`config.mk`:
```
export PLATFORM = sky130hd
export DESIGN_NAME = id_ex_stage
export DESIGN_NICKNAME = d
export VERILOG_FILES = /design/src/rtl/id_ex_stage.sv
export SDC_FILE = /design/constraint.sdc
export NUM_CORES = 1
export LEC_CHECK = 0
export CAP_MARGIN = 30
export CORE_MARGIN = 2
export CORE_UTILIZATION = 35
export CTS_CLUSTER_SIZE = 20
export DETAILED_ROUTE_END_ITERATION = 10
export PLACE_DENSITY = 0.66
export SYNTH_ARGS = -nofsm -noshare
export SYNTH_HDL_FRONTEND = slang
export SYNTH_SLANG_ARGS = --single-unit
```
`constraint.sdc`:
```
create_clock -name clk -period 8.29 [get_ports clk]
set_clock_uncertainty 0.15 [all_clocks]
set_input_delay 2.487 -clock clk [delete_from_list [all_inputs] [get_ports clk]]
set_output_delay 2.487 -clock clk [all_outputs]
set_load 0.02 [all_outputs]
```
`src/rtl/id_ex_stage.sv`:
```
// ID/EX pipeline register with MEM/WB operand forwarding, load-use bubble
// insertion and stall/flush handling in front of the execute-stage ALU.
module id_ex_stage (
    input  logic        clk,
    input  logic        reset,
    input  logic        id_valid,
    input  logic [31:0] id_pc,
    input  logic [31:0] id_rs_data,
    input  logic [31:0] id_rt_data,
    input  logic [4:0]  id_rs_addr,
    input  logic [4:0]  id_rt_addr,
    input  logic [31:0] id_imm,
    input  logic [4:0]  id_shamt,
    input  logic [4:0]  id_wr_addr,
    input  logic [5:0]  id_alufun,
    input  logic        id_sign,
    input  logic        id_alusrc1,
    input  logic        id_alusrc2,
    input  logic        id_regwrite,
    input  logic        id_memread,
    input  logic        id_memwrite,
    input  logic        mem_regwrite,
    input  logic [4:0]  mem_wr_addr,
    input  logic [31:0] mem_result,
    input  logic        wb_regwrite,
    input  logic [4:0]  wb_wr_addr,
    input  logic [31:0] wb_data,
    input  logic        stall,
    input  logic        flush,
    output logic        ex_valid,
    output logic [31:0] ex_pc,
    output logic [31:0] ex_dataa,
    output logic [31:0] ex_datab,
    output logic [5:0]  ex_alufun,
    output logic        ex_sign,
    output logic [31:0] ex_store_data,
    output logic [4:0]  ex_wr_addr,
    output logic        ex_regwrite,
    output logic        ex_memread,
    output logic        ex_memwrite,
    output logic        load_use_hazard
);

    typedef struct packed {
        logic        valid;
        logic [31:0] pc;
        logic [31:0] rs_data;
        logic [31:0] rt_data;
        logic [4:0]  rs_addr;
        logic [4:0]  rt_addr;
        logic [31:0] imm;
        logic [4:0]  shamt;
        logic [4:0]  wr_addr;
        logic [5:0]  alufun;
        logic        sign;
        logic        alusrc1;
        logic        alusrc2;
        logic        regwrite;
        logic        memread;
        logic        memwrite;
    } stage_t;

    stage_t      stage_q, stage_d;
    logic [31:0] fwd_rs, fwd_rt;
    logic [31:0] cap_rs, cap_rt;

    // MEM outranks WB; register 0 is hard-wired and never forwarded.
    always_comb begin
        fwd_rs = stage_q.rs_data;
        if (mem_regwrite && mem_wr_addr == stage_q.rs_addr && stage_q.rs_addr != 5'd0)
            fwd_rs = mem_result;
        else if (wb_regwrite && wb_wr_addr == stage_q.rs_addr && stage_q.rs_addr != 5'd0)
            fwd_rs = wb_data;

        fwd_rt = stage_q.rt_data;
        if (mem_regwrite && mem_wr_addr == stage_q.rt_addr && stage_q.rt_addr != 5'd0)
            fwd_rt = mem_result;
        else if (wb_regwrite && wb_wr_addr == stage_q.rt_addr && stage_q.rt_addr != 5'd0)
            fwd_rt = wb_data;
    end

    // The register file is written at the end of WB, so ID may have read stale data.
    assign cap_rs = (wb_regwrite && wb_wr_addr == id_rs_addr && id_rs_addr != 5'd0)
                    ? wb_data : id_rs_data;
    assign cap_rt = (wb_regwrite && wb_wr_addr == id_rt_addr && id_rt_addr != 5'd0)
                    ? wb_data : id_rt_data;

    assign load_use_hazard = stage_q.valid && stage_q.memread && stage_q.wr_addr != 5'd0 &&
                             id_valid && (stage_q.wr_addr == id_rs_addr ||
                                          stage_q.wr_addr == id_rt_addr);

    // NOTE: every path starts from a full default so no field can infer a latch.
    always_comb begin
        stage_d = stage_q;
        if (flush) begin
            stage_d = '0;
        end else if (stall) begin
            // Absorb values leaving MEM/WB while held, or they would be lost.
            stage_d.rs_data = fwd_rs;
            stage_d.rt_data = fwd_rt;
        end else if (load_use_hazard || !id_valid) begin
            stage_d = '0;
        end else begin
            stage_d.valid    = 1'b1;
            stage_d.pc       = id_pc;
            stage_d.rs_data  = cap_rs;
            stage_d.rt_data  = cap_rt;
            stage_d.rs_addr  = id_rs_addr;
            stage_d.rt_addr  = id_rt_addr;
            stage_d.imm      = id_imm;
            stage_d.shamt    = id_shamt;
            stage_d.wr_addr  = id_wr_addr;
            stage_d.alufun   = id_alufun;
            stage_d.sign     = id_sign;
            stage_d.alusrc1  = id_alusrc1;
            stage_d.alusrc2  = id_alusrc2;
            stage_d.regwrite = id_regwrite;
            stage_d.memread  = id_memread;
            stage_d.memwrite = id_memwrite;
        end
    end

    // NOTE: sequential state uses non-blocking assignment; reset clears it asynchronously.
    always_ff @(posedge clk or negedge reset) begin
        if (!reset) stage_q <= '0;
        else        stage_q <= stage_d;
    end

    assign ex_valid      = stage_q.valid;
    assign ex_pc         = stage_q.pc;
    assign ex_dataa      = stage_q.alusrc1 ? {27'b0, stage_q.shamt} : fwd_rs;
    assign ex_datab      = stage_q.alusrc2 ? stage_q.imm : fwd_rt;
    assign ex_alufun     = stage_q.alufun;
    assign ex_sign       = stage_q.sign;
    assign ex_store_data = fwd_rt;
    assign ex_wr_addr    = stage_q.wr_addr;
    assign ex_regwrite   = stage_q.regwrite;
    assign ex_memread    = stage_q.memread;
    assign ex_memwrite   = stage_q.memwrite;

endmodule

```
# Yosys cells after proc, flatten, opt, wreduce, memory -nomap -nowiden

Cells that the tools add are included.

Equality and inequality tests: 9
Mux-type cells: 13
Reductions and logical operators: 24

Operators by type and width:

| cell                                           | number |
|---|---|
| 2-to-1 mux 161 bit                             | 2 |
| 2-to-1 mux 32 bit                              | 8 |
| 2-to-1 mux 64 bit                              | 2 |
| equality test 5 bit                            | 8 |
| 2-to-1 mux 33 bit                              | 1 |
| nonzero test 5 bit                             | 5 |
| logical AND 1 bit                              | 16 |
| logical OR 1 bit                               | 2 |
| != test 2 x 1 -> 1 bit (second input constant) | 1 |
| zero test 1 bit                                | 1 |

Flip-flop bits (word level): 161
Input bits: 241
Logic and storage cells: 62

# Depth between registers and ports, before layout

Gate-level depths: netlist of run 1.

Word-level depth: 8
Depth in mapped cells: 8
Depth with buffers taken out: 5

# Worst setup path before layout of run 1

No wires, ideal clock.

Kind: in2out
Start point: input port wb_wr_addr[0]
End point: output port ex_datab[30]
Arrival time: 4.392 ns
Data required time: 5.653 ns
Path slack: 1.261 ns
Stages: 8
Cells stage by stage: clkbuf_1 > xnor2_1 > and4_1 > clkbuf_1 > clkbuf_1 > nand3_1 > a31oi_1 > mux2_2

Cells in the longest elaborated chain, start to end: 6

Ends and longest elaborated chain:

| item                            | RTL line | source |
|---|---|---|
| start, declared                 | 26       | `input logic [4:0] wb_wr_addr,` |
| equality test 5 bit             | 78       | `else if (wb_regwrite && wb_wr_addr == stage_q.rt_addr && stage_q.rt_addr != 5'd0)` |
| logical AND 1 bit (2 in series) | 78       |  |
| 2-to-1 mux 32 bit               | 78       |  |
| 2-to-1 mux 32 bit               | 76       | `if (mem_regwrite && mem_wr_addr == stage_q.rt_addr && stage_q.rt_addr != 5'd0)` |
| via ex_store_data[30]           | 36       | `output logic [31:0] ex_store_data,` |
| 2-to-1 mux 32 bit               | 132      | `assign ex_datab = stage_q.alusrc2 ? stage_q.imm : fwd_rt;` |
| end, declared                   | 33       | `output logic [31:0] ex_datab,` |

The timed path passes the listed nets, and every way through them passes these cells.

# Final worst setup path of run 1

Start point: input port wb_wr_addr[4]
End point: output port ex_dataa[0]

Cells in the longest elaborated chain, start to end: 6

Ends and longest elaborated chain:

| item                            | RTL line | source |
|---|---|---|
| equality test 5 bit             | 72       | `else if (wb_regwrite && wb_wr_addr == stage_q.rs_addr && stage_q.rs_addr != 5'd0)` |
| logical AND 1 bit (2 in series) | 72       |  |
| 2-to-1 mux 32 bit               | 72       |  |
| 2-to-1 mux 32 bit               | 70       | `if (mem_regwrite && mem_wr_addr == stage_q.rs_addr && stage_q.rs_addr != 5'd0)` |
| 2-to-1 mux 32 bit               | 131      | `assign ex_dataa = stage_q.alusrc1 ? {27'b0, stage_q.shamt} : fwd_rs;` |
| end, declared                   | 32       | `output logic [31:0] ex_dataa,` |

No other way between the ends.

==> results.txt, run 1 <==
----------------------------------------------------
[Outcome]
  Status ... complete, no violations

[Setup path]
  Critical path endpoint category ... output port
  Arrival time of data at the critical path endpoint ... 5.42 ns
  Data required, critical path ... 5.65 ns
  CP peak stage delay ... 0.62 ns
  Critical path cell sequence ... clkdlybuf4s50_1 > xnor2_1 > nand4_1 > or4_2 > buf_12 > a221oi_1 > o31ai_1 > clkdlybuf4s50_1
  Buffers and inverters on the worst path ... 3
  Worst Path Class, Setup ... input port to output port
  CP delay by family, top ... buffers and inverters
  Most common cell on crit path ... clkdlybuf4s50_1
  Highest-delay cell along the critical path ... or4_2
  Maximum fanout encountered on the critical timing path ... 32
  Setup crit start kind ... input port

[Routing]
  Initial drt markers ... 762
  Vias after detailed routing ... 9294
  Per-cell routed wire length ... 25.1 µm
  Length of the first detailed-routing pass in iterations ... 5
  Number of routed nets with antenna violations ... 0
  Wire length reported by the detailed router ... 40.7 mm
  Number of vias per cell after detailed routing ... 5.73
  Remaining design rule violation count ... 0

[Flow run]
  Max Cap Viol ... 0

[CTS]
  TritonCTS sink count ... 161
  CTS tree ... yes
  Clock tree buffer depth ... 2
  Total number of H-tree levels ... 4
  Num CTS Buffers ... 17
  Hold buffer count at cts ... 0
  Clock slew seen by the registers of the worst setup and hold paths ... 0.08 ns
  Number of buffers added for setup after CTS ... 0
  Root buffer selected by CTS ... clkbuf_16
  Post_cts resized ... 0
  Clock latency on the worst-skew pair ... 0.43 ns

[Synth]
  Post-synthesis average cell area ... 10.7 µm²
  Synthesized netlist net count ... 1177
  Syn Std Cell Area ... 0.0100 mm²
  Synth Flop Type ... dfrtp_1
  Number of flops mapped to enable cells by yosys ... 0
  Fraction of registers with async set or reset after synthesis ... 100%
  Count of mapped cells out of synthesis ... 936
  Post-synthesis register bit count ... 161
  Cells taking the most area after synthesis ... dfrtp_1 40%, a22o_1 8.4%, mux2i_1 6.4%, a31oi_4 6.4%, a221oi_2 4.5%
  Post-synth top area share ... 40.3%
  Largest area contributor in the netlist ... dfrtp_1
  Sequential-to-total area share from yosys stat ... 40.3%
  Number of different library cells in the post-synthesis netlist ... 42
  Count of synthesis-stage warnings from yosys ... 0

[STA]
  Final min period ... 8.05 ns
  Setup TNS ... 0 ns
  RSZ-0062 raised after global routing ... false
  Headroom to the max-slew limit ... 33.1%
  Hold Fails Final Rpt ... 0
  Final clock period utilization by the worst path ... 97.1%
  Number of setup violations in the final report ... 0
  Pins over their slew limit ... 0
  Actual transition at the worst max-transition pin ... 1.00 ns
  Highest clock rate ... 0.124 GHz

[GRT]
  Global router's overall resource usage ... 26.8%
  Met3 usage ... 7.28%
  First-pass GRT wire length ... 61.7 mm
  Antenna violations before repair ... 5
  Most heavily used metal layer in global routing ... met2
  Vias in the first global route ... 9778
  Met2 usage in global routing ... 45.3%
  Overall overflow remaining after global route ... 0
  Pin count of the biggest net entering global routing ... 72
  Met1 usage in global routing ... 33.4%

[Cells and area]
  Final instance count without filler cells ... 1621
  Fraction of layout instances using a drive strength above 1 ... 14.1%
  Layout overhead on the synthesized area ... 46.0%
  Post-layout net count ... 1470

[Floorplan]
  Floorplan core area ... 0.0279 mm²
  Width of the die ... 173 µm
  Die Area ... 0.0299 mm²
  Floorplan die height ... 173 µm
  I/O Pins ... 386
  Row Count ... 61
  Effective utilization at floorplan ... 35.8%

[Pwr]
  Power per cell area ... 147 mW/mm²
  Worst voltage drop across the vdd grid ... 0.110 mV
  Leakage power total ... 5.43 nW

[Placed design]
  Detailed Place HPWL ... 27.2 mm
  Port Buffer Count ... 385
  Final GP Congestion ... 0.879
  Placed insts ... 1587

[Worst hold path]
  Path type of the worst min-delay path ... flip-flop to flip-flop

----------------------------------------------------
## cells in the mapped netlist (3+ instances only)
library cell	n
mux2_2	32
buf_4	46
nand3_1	36
a221oi_2	30
or4_1	4
mux2i_1	64
o21ai_1	31
clkbuf_1	66
buf_2	20
a31oi_4	30
buf_12	3
nor3_1	61
nand2_1	43
nor2_1	70
buf_1	4
o32ai_1	32
xnor2_1	35
dfrtp_1	161
nand4_1	5
a22o_1	96
xor2_1	3
o31ai_1	5
o2bb2ai_1	32
## logic make-up after synthesis
family,after synthesis,synth area share (%)
DFF,161,40.3
muxes,96,10.0
buffers and inverters,142,7.87
xor gates and xnor gates,38,3.33
and+or+nand+nor,230,10.6
AOI/OAI and AO/OA,269,27.9
## state kept, by name, indices dropped and copies added (netlist names)
register	cells
ex_memwrite	1
ex_valid	1
ex_sign	1
ex_alufun	6
ex_memread	1
ex_regwrite	1
stage_q	113
ex_pc	32
ex_wr_addr	5
## report_power, final
part	internal (mW)	total, mW	switching, mW	leakage, nW
registers	0.815	0.840	0.0245	2.19
logic	0.249	0.493	0.244	2.94
clock network	0.411	0.819	0.409	0.296
total	1.48	2.15	0.677	5.43
## layer usage
layer	vias to the layer above	part of all wire (%)
met1	4682	42
met4	8	2.5
li1	4100	-
met2	435	48
met5	-	0.12
met3	69	7.3
## worst register-to-register path, delay by kind of cell, from the launching register on
family	cells	cell delay, ns
and+or+nand+nor	1	0.10
AOI/OAI and AO/OA	3	1.32
buffers and inverters	1	0.56
xor gates and xnor gates	1	0.20
DFF	1	0.49
## layout make-up
type,instances,area (µm²)
clock inverter,15,185
inverter,2,7.51
antenna,1,2.50
fill,2549,13300
tap,378,473
timing repair buffer,414,4190
multi-input combinational,633,5280
clock buffer,17,425
sequential,161,4030
## cell usage in the layout (no fill, tap or decap), types with 7 or more instances in the layout
cell type,instances
clkdlybuf4s50_1,381
dfrtp_1,159
a22o_1,96
nor2_1,69
mux2i_1,64
nor3_1,60
nand2_1,43
nand3_1,36
xnor2_1,35
o32ai_1,32
o2bb2ai_1,32
mux2_2,32
o21ai_1,31
a31oi_4,30
a221oi_2,30
buf_4,22
clkbuf_16,17
clkinv_8,7
buf_12,7
## stage by stage
stage / hold slack, ns / area (µm²) / power, mW / utilization, % / setup WS (ns)
3_3_place_gp: 0.326 / 13900 / 1.34 / 49.8 / 0.282
6_report: 0.349 / 14600 / 2.15 / 52.3 / 0.237
5_1_grt: 0.365 / 14600 / 2.23 / 52.3 / 0.120
3_5_place_dp: 0.329 / 14000 / 1.34 / 50.0 / 0.247
2_1_floorplan: 0.310 / 10000 / 1.07 / - / 1.26
4_1_cts: 0.351 / 14600 / 2.17 / 52.2 / 0.245
## final timing paths
kind / start / endpoint / slack, ns / depth (start not counted)
max in group asynchronous: reset / ex_alufun[3] / 5.02 / 2
min in group asynchronous: reset / stage_q[42] / 1.82 / 1
worst max-delay path: wb_wr_addr[4] / ex_dataa[0] / 0.24 / 8
worst min-delay path: stage_q[48] / stage_q[48] / 0.35 / 1
worst min register to register: stage_q[48] / stage_q[48] / 0.35 / 1
worst max register to register: ex_wr_addr[4] / stage_q[115] / 5.30 / 6
(Power assumes the default switching activity.)
==> run 2, diff against run 1 <==
--- a/config.mk
+++ b/config.mk
@@ -6,7 +6,6 @@
 export NUM_CORES = 1
 export LEC_CHECK = 0
 export CAP_MARGIN = 30
-export CORE_MARGIN = 2
 export CORE_UTILIZATION = 35
 export CTS_CLUSTER_SIZE = 20
 export DETAILED_ROUTE_END_ITERATION = 10
==> results.txt, run 2 (synthesis gave the netlist of run 1 again) <==
----------------------------------------------------
[GRT]
  Overall overflow remaining after global route ... 0
  Pin count of the biggest net entering global routing ... 99
  Vias in the first global route ... 9574
  Antenna violations before repair ... 4
  First-pass GRT wire length ... 57.6 mm
  Global router's overall resource usage ... 26.2%

[Floorplan]
  Row Count ... 61
  Die Area ... 0.0292 mm²
  Floorplan core area ... 0.0279 mm²
  I/O Pins ... 386
  Floorplan die height ... 171 µm
  Effective utilization at floorplan ... 35.8%
  Width of the die ... 171 µm

[Setup path]
  Arrival time of data at the critical path endpoint ... 5.49 ns
  Maximum fanout encountered on the critical timing path ... 32
  Worst Path Class, Setup ... input port to output port
  Setup crit start kind ... input port
  Highest-delay cell along the critical path ... or4_2
  CP peak stage delay ... 0.63 ns
  Critical path endpoint category ... output port
  Most common cell on crit path ... clkdlybuf4s50_1
  Data required, critical path ... 5.65 ns
  Critical path cell sequence ... clkdlybuf4s50_1 > xnor2_1 > nand4_1 > or4_2 > buf_12 > a221oi_1 > o31ai_1 > clkdlybuf4s50_1

[Placed design]
  Final GP Congestion ... 0.874
  Detailed Place HPWL ... 26.2 mm
  Placed insts ... 1589
  Total cell area at the placement stage ... 0.0140 mm²
  Port Buffer Count ... 385

[Pwr]
  Leakage power total ... 5.43 nW
  Power per cell area ... 147 mW/mm²
  Worst voltage drop across the vdd grid ... 0.111 mV

[Cells and area]
  Fraction of layout instances using a drive strength above 1 ... 14.1%
  Flip-flop count of the largest register after layout ... 113
  Layout overhead on the synthesized area ... 46.4%
  Final instance count without filler cells ... 1628
  Commonest non-fill, non-tap cells in the layout ... 383 x clkdlybuf4s50_1, 159 x dfrtp_1, 96 x a22o_1
  Most common cell after layout, fill and taps aside ... clkdlybuf4s50_1
  Post-layout net count ... 1473
  Biggest register ... stage_q
  Post-Layout Inst Area ... 0.0146 mm²
  Core utilization of the finished layout ... 52.4%

[STA]
  Hold Fails Final Rpt ... 0
  Final min period ... 8.12 ns
  Number of setup violations in the final report ... 0
  Final clock period utilization by the worst path ... 98.0%
  Headroom to the max-slew limit ... 36.9%
  Pins over their slew limit ... 0
  Actual transition at the worst max-transition pin ... 0.946 ns
  RSZ-0062 raised after global routing ... false
  Setup TNS ... 0 ns
  Highest clock rate ... 0.123 GHz

[Worst hold path]
  Path type of the worst min-delay path ... flip-flop to flip-flop

[Routing]
  Vias after detailed routing ... 9164
  Number of routed nets with antenna violations ... 0
  Wire length reported by the detailed router ... 38.8 mm
  Number of vias per cell after detailed routing ... 5.63
  Initial drt markers ... 552
  Length of the first detailed-routing pass in iterations ... 5
  Remaining design rule violation count ... 0
  Per-cell routed wire length ... 23.8 µm

[CTS]
  Number of buffers added for setup after CTS ... 0
  Clock slew seen by the registers of the worst setup and hold paths ... 0.07 ns
  CTS tree ... yes
  Total number of H-tree levels ... 4
  Clock latency on the worst-skew pair ... 0.45 ns
  Root buffer selected by CTS ... clkbuf_16
  TritonCTS sink count ... 161
  Hold buffer count at cts ... 0
  Num CTS Buffers ... 17
  Clock tree buffer depth ... 2
  Post_cts resized ... 0

[Outcome]
  Status ... complete, no violations

[Flow run]
  Max Cap Viol ... 0

----------------------------------------------------
run 2: cell types whose count changed in the layout (fill, tap and decap cells not counted), sizes merged:
cell | previous run | this run
buf | 33 | 34
diode | 1 | 5
clkinv | 8 | 7
clkbuf | 17 | 18
clkdlybuf4s50 | 381 | 383
run 2: per-stage QoR:
stage | total power, mW | hold slack [ns] | setup WS, ns
final | 2.15 | 0.349 | 0.166
after global routing | 2.23 | 0.362 | 0.0767
after CTS | 2.17 | 0.354 | 0.197
after detailed placement | 1.34 | 0.327 | 0.211
after global placement | 1.33 | 0.328 | 0.207
after floorplan | 1.07 | 0.310 | 1.26
run 2: report_power, final:
| part | internal, mW | leakage, nW | switching (mW) | total, mW |
|---|---|---|---|---|
| clock network | 0.415 | 0.295 | 0.408 | 0.823 |
| logic | 0.250 | 2.95 | 0.241 | 0.491 |
| registers | 0.816 | 2.19 | 0.0227 | 0.838 |
run 2: worst paths after layout:
| path | slack, ns | cells after the start | from | end |
|---|---|---|---|---|
| setup reg to reg | 5.26 | 6 | ex_wr_addr[4] | stage_q[101] |
| hold reg to reg | 0.35 | 1 | ex_alufun[4] | ex_alufun[4] |
| setup / recovery | 0.17 | 8 | wb_wr_addr[4] | ex_dataa[0] |
| hold / removal | 0.35 | 1 | ex_alufun[4] | ex_alufun[4] |
| max in group asynchronous | 4.64 | 3 | reset | stage_q[101] |
| min in group asynchronous | 1.66 | 1 | reset | stage_q[4] |
run 2: worst max-delay path, delay by kind of cell:
kind | cells | cell delay (ns)
buf+inv | 3 | 1.38
simple gates | 2 | 0.86
compound gates | 2 | 0.55
xor+xnor | 1 | 0.15
run 2: layout make-up:
class | instances | area [µm²]
clock inverter | 14 | 160
multi-input combinational | 633 | 5280
clock buffer | 18 | 439
timing repair buffer | 417 | 4230
sequential | 161 | 4030
antenna | 5 | 12.5
inverter | 2 | 7.51
tap | 378 | 473
fill | 2561 | 13300
run 2: routing by layer:
metal | vias to the layer above | routed length, µm | GRT usage [%] | share of wire (%)
li1 | 4105 | - | - | -
met1 | 4532 | 15800 | 32.3 | 41
met2 | 470 | 18700 | 43.7 | 48
met3 | 57 | 3340 | 7.45 | 8.6
met4 | 0 | 944 | 8.81 | 2.4
met5 | - | 0 | 0 | 0
==> run 3, diff against run 2 <==
==> constraint.sdc (replaced) <==
create_clock -name clk -period 9.3 [get_ports clk]
set_clock_uncertainty 0.15 [all_clocks]
set_input_delay 2.79 -clock clk [delete_from_list [all_inputs] [get_ports clk]]
set_output_delay 2.79 -clock clk [all_outputs]
set_load 0.02 [all_outputs]
==> results.txt, run 3 (synthesis gave the netlist of run 1 again) <==
----------------------------------------------------
[Cells and area]
  Core utilization of the finished layout ... 52.1%
  Fraction of layout instances using a drive strength above 1 ... 13.4%
  Flip-flop count of the largest register after layout ... 113
  Commonest non-fill, non-tap cells in the layout ... 383 x clkdlybuf4s50_1, 159 x dfrtp_1, 96 x a22o_1
  Post-layout net count ... 1463
  Most common cell after layout, fill and taps aside ... clkdlybuf4s50_1
  Layout overhead on the synthesized area ... 45.5%
  Multi-input logic area ... 0.00528 mm²
  Sequential standard cell area ... 0.00403 mm²
  Biggest register ... stage_q
  Fillers ... 2530

[Floorplan]
  Floorplan die height ... 171 µm
  Die Area ... 0.0292 mm²
  I/O Pins ... 386
  Width of the die ... 171 µm
  Floorplan core area ... 0.0279 mm²
  Effective utilization at floorplan ... 35.8%
  Row Count ... 61

[Pwr]
  Power per cell area ... 131 mW/mm²
  Worst voltage drop across the vdd grid ... 0.106 mV
  Total Power Consumption ... 1.91 mW
  Leakage power total ... 5.38 nW

[STA]
  Min Hold Slack ... 0.347 ns
  Hold Fails Final Rpt ... 0
  Headroom to the max-slew limit ... 36.8%
  Highest clock rate ... 0.113 GHz
  Pins over their slew limit ... 0
  Final min period ... 8.84 ns
  Number of setup violations in the final report ... 0
  Actual transition at the worst max-transition pin ... 0.948 ns
  Setup TNS ... 0 ns
  Final clock period utilization by the worst path ... 95.1%
  RSZ-0062 raised after global routing ... false

[Routing]
  Length of the first detailed-routing pass in iterations ... 5
  Number of routed nets with antenna violations ... 0
  Number of vias per cell after detailed routing ... 5.68
  Per-cell routed wire length ... 24.1 µm
  Remaining design rule violation count ... 0
  Initial drt markers ... 562
  Wire length reported by the detailed router ... 38.9 mm
  Vias after detailed routing ... 9189

[CTS]
  TritonCTS sink count ... 161
  Num CTS Buffers ... 17
  Post_cts resized ... 0
  Clock tree buffer depth ... 2
  Clock slew seen by the registers of the worst setup and hold paths ... 0.07 ns
  CTS tree ... yes
  Root buffer selected by CTS ... clkbuf_16
  Total number of H-tree levels ... 4
  Clock latency on the worst-skew pair ... 0.44 ns
  Hold buffer count at cts ... 0
  Number of buffers added for setup after CTS ... 0

[Placed design]
  Port Buffer Count ... 385
  Detailed Place HPWL ... 25.8 mm
  Final GP Congestion ... 0.839

[GRT]
  Global router's overall resource usage ... 26.5%
  Pin count of the biggest net entering global routing ... 93
  Antenna violations before repair ... 7
  Vias in the first global route ... 9591
  First-pass GRT wire length ... 58.1 mm
  Overall overflow remaining after global route ... 0

[Setup path]
  Maximum fanout encountered on the critical timing path ... 32
  Setup crit start kind ... input port
  Data required, critical path ... 6.36 ns
  Worst Path Class, Setup ... input port to output port
  Arrival time of data at the critical path endpoint ... 5.90 ns
  Critical path endpoint category ... output port

[Worst hold path]
  Path type of the worst min-delay path ... flip-flop to flip-flop

[Flow run]
  Max Cap Viol ... 0

[Outcome]
  Status ... complete, no violations

----------------------------------------------------
## run 3: cell count changes in the layout (fill, tap and decap cells not counted), sizes merged
cell	delta
inv	+1
buf	-10
diode	-1
clkinvlp	+1
clkbuf	-1
clkinv	-1
## run 3: area by class of cell
class / instances / area share (%)
clock inverters: 15 / 1.27
clock buffers: 17 / 2.93
repair buffers: 407 / 28.4
diodes: 4 / 0.0688
inverters: 2 / 0.0516
well taps: 378 / 3.25
flip-flops and latches: 161 / 27.7
multi-input cells: 633 / 36.3
## run 3: where the power goes
| group | switching, mW | internal [mW] | leakage, nW |
|---|---|---|---|
| clock | 0.362 | 0.367 | 0.293 |
| combinational | 0.213 | 0.220 | 2.89 |
| sequential | 0.0205 | 0.727 | 2.19 |
## run 3: layer usage
metal  share of wire (%)  track usage (%)
met1                  41             32.5
met2                  49             44.6
met4                 2.4             9.70
met3                 8.1             6.69
met5               0.069                0
## run 3: critical path, cell delays in order
cell,delay (ns)
clkdlybuf4s50_1,0.63
xnor2_1,0.15
nand4_1,0.17
or4_2,0.57
buf_4,0.35
a221oi_1,0.44
o31ai_1,0.16
clkdlybuf4s50_1,0.59
## run 3: path summary, 6_finish.rpt
| check | slack (ns) | cells past startpoint | from | end |
|---|---|---|---|---|
| min in group asynchronous | 1.97 | 1 | reset | ex_memwrite |
| hold / removal | 0.35 | 1 | stage_q[47] | stage_q[47] |
| setup reg to reg | 6.38 | 6 | ex_wr_addr[0] | stage_q[113] |
| setup / recovery | 0.46 | 8 | wb_wr_addr[3] | ex_dataa[0] |
| hold reg to reg | 0.35 | 1 | stage_q[47] | stage_q[47] |
| max in group asynchronous | 5.42 | 3 | reset | stage_q[3] |
## run 3: through the flow
step                      area (µm²)  worst slack (ns)  cells
final                          14500             0.457   1617
after global routing           14500             0.300   1615
after CTS                      14500             0.475   1611
after detailed placement       13900             0.488   1579
after global placement         13800             0.502   1577
after floorplan                10000              1.67    936
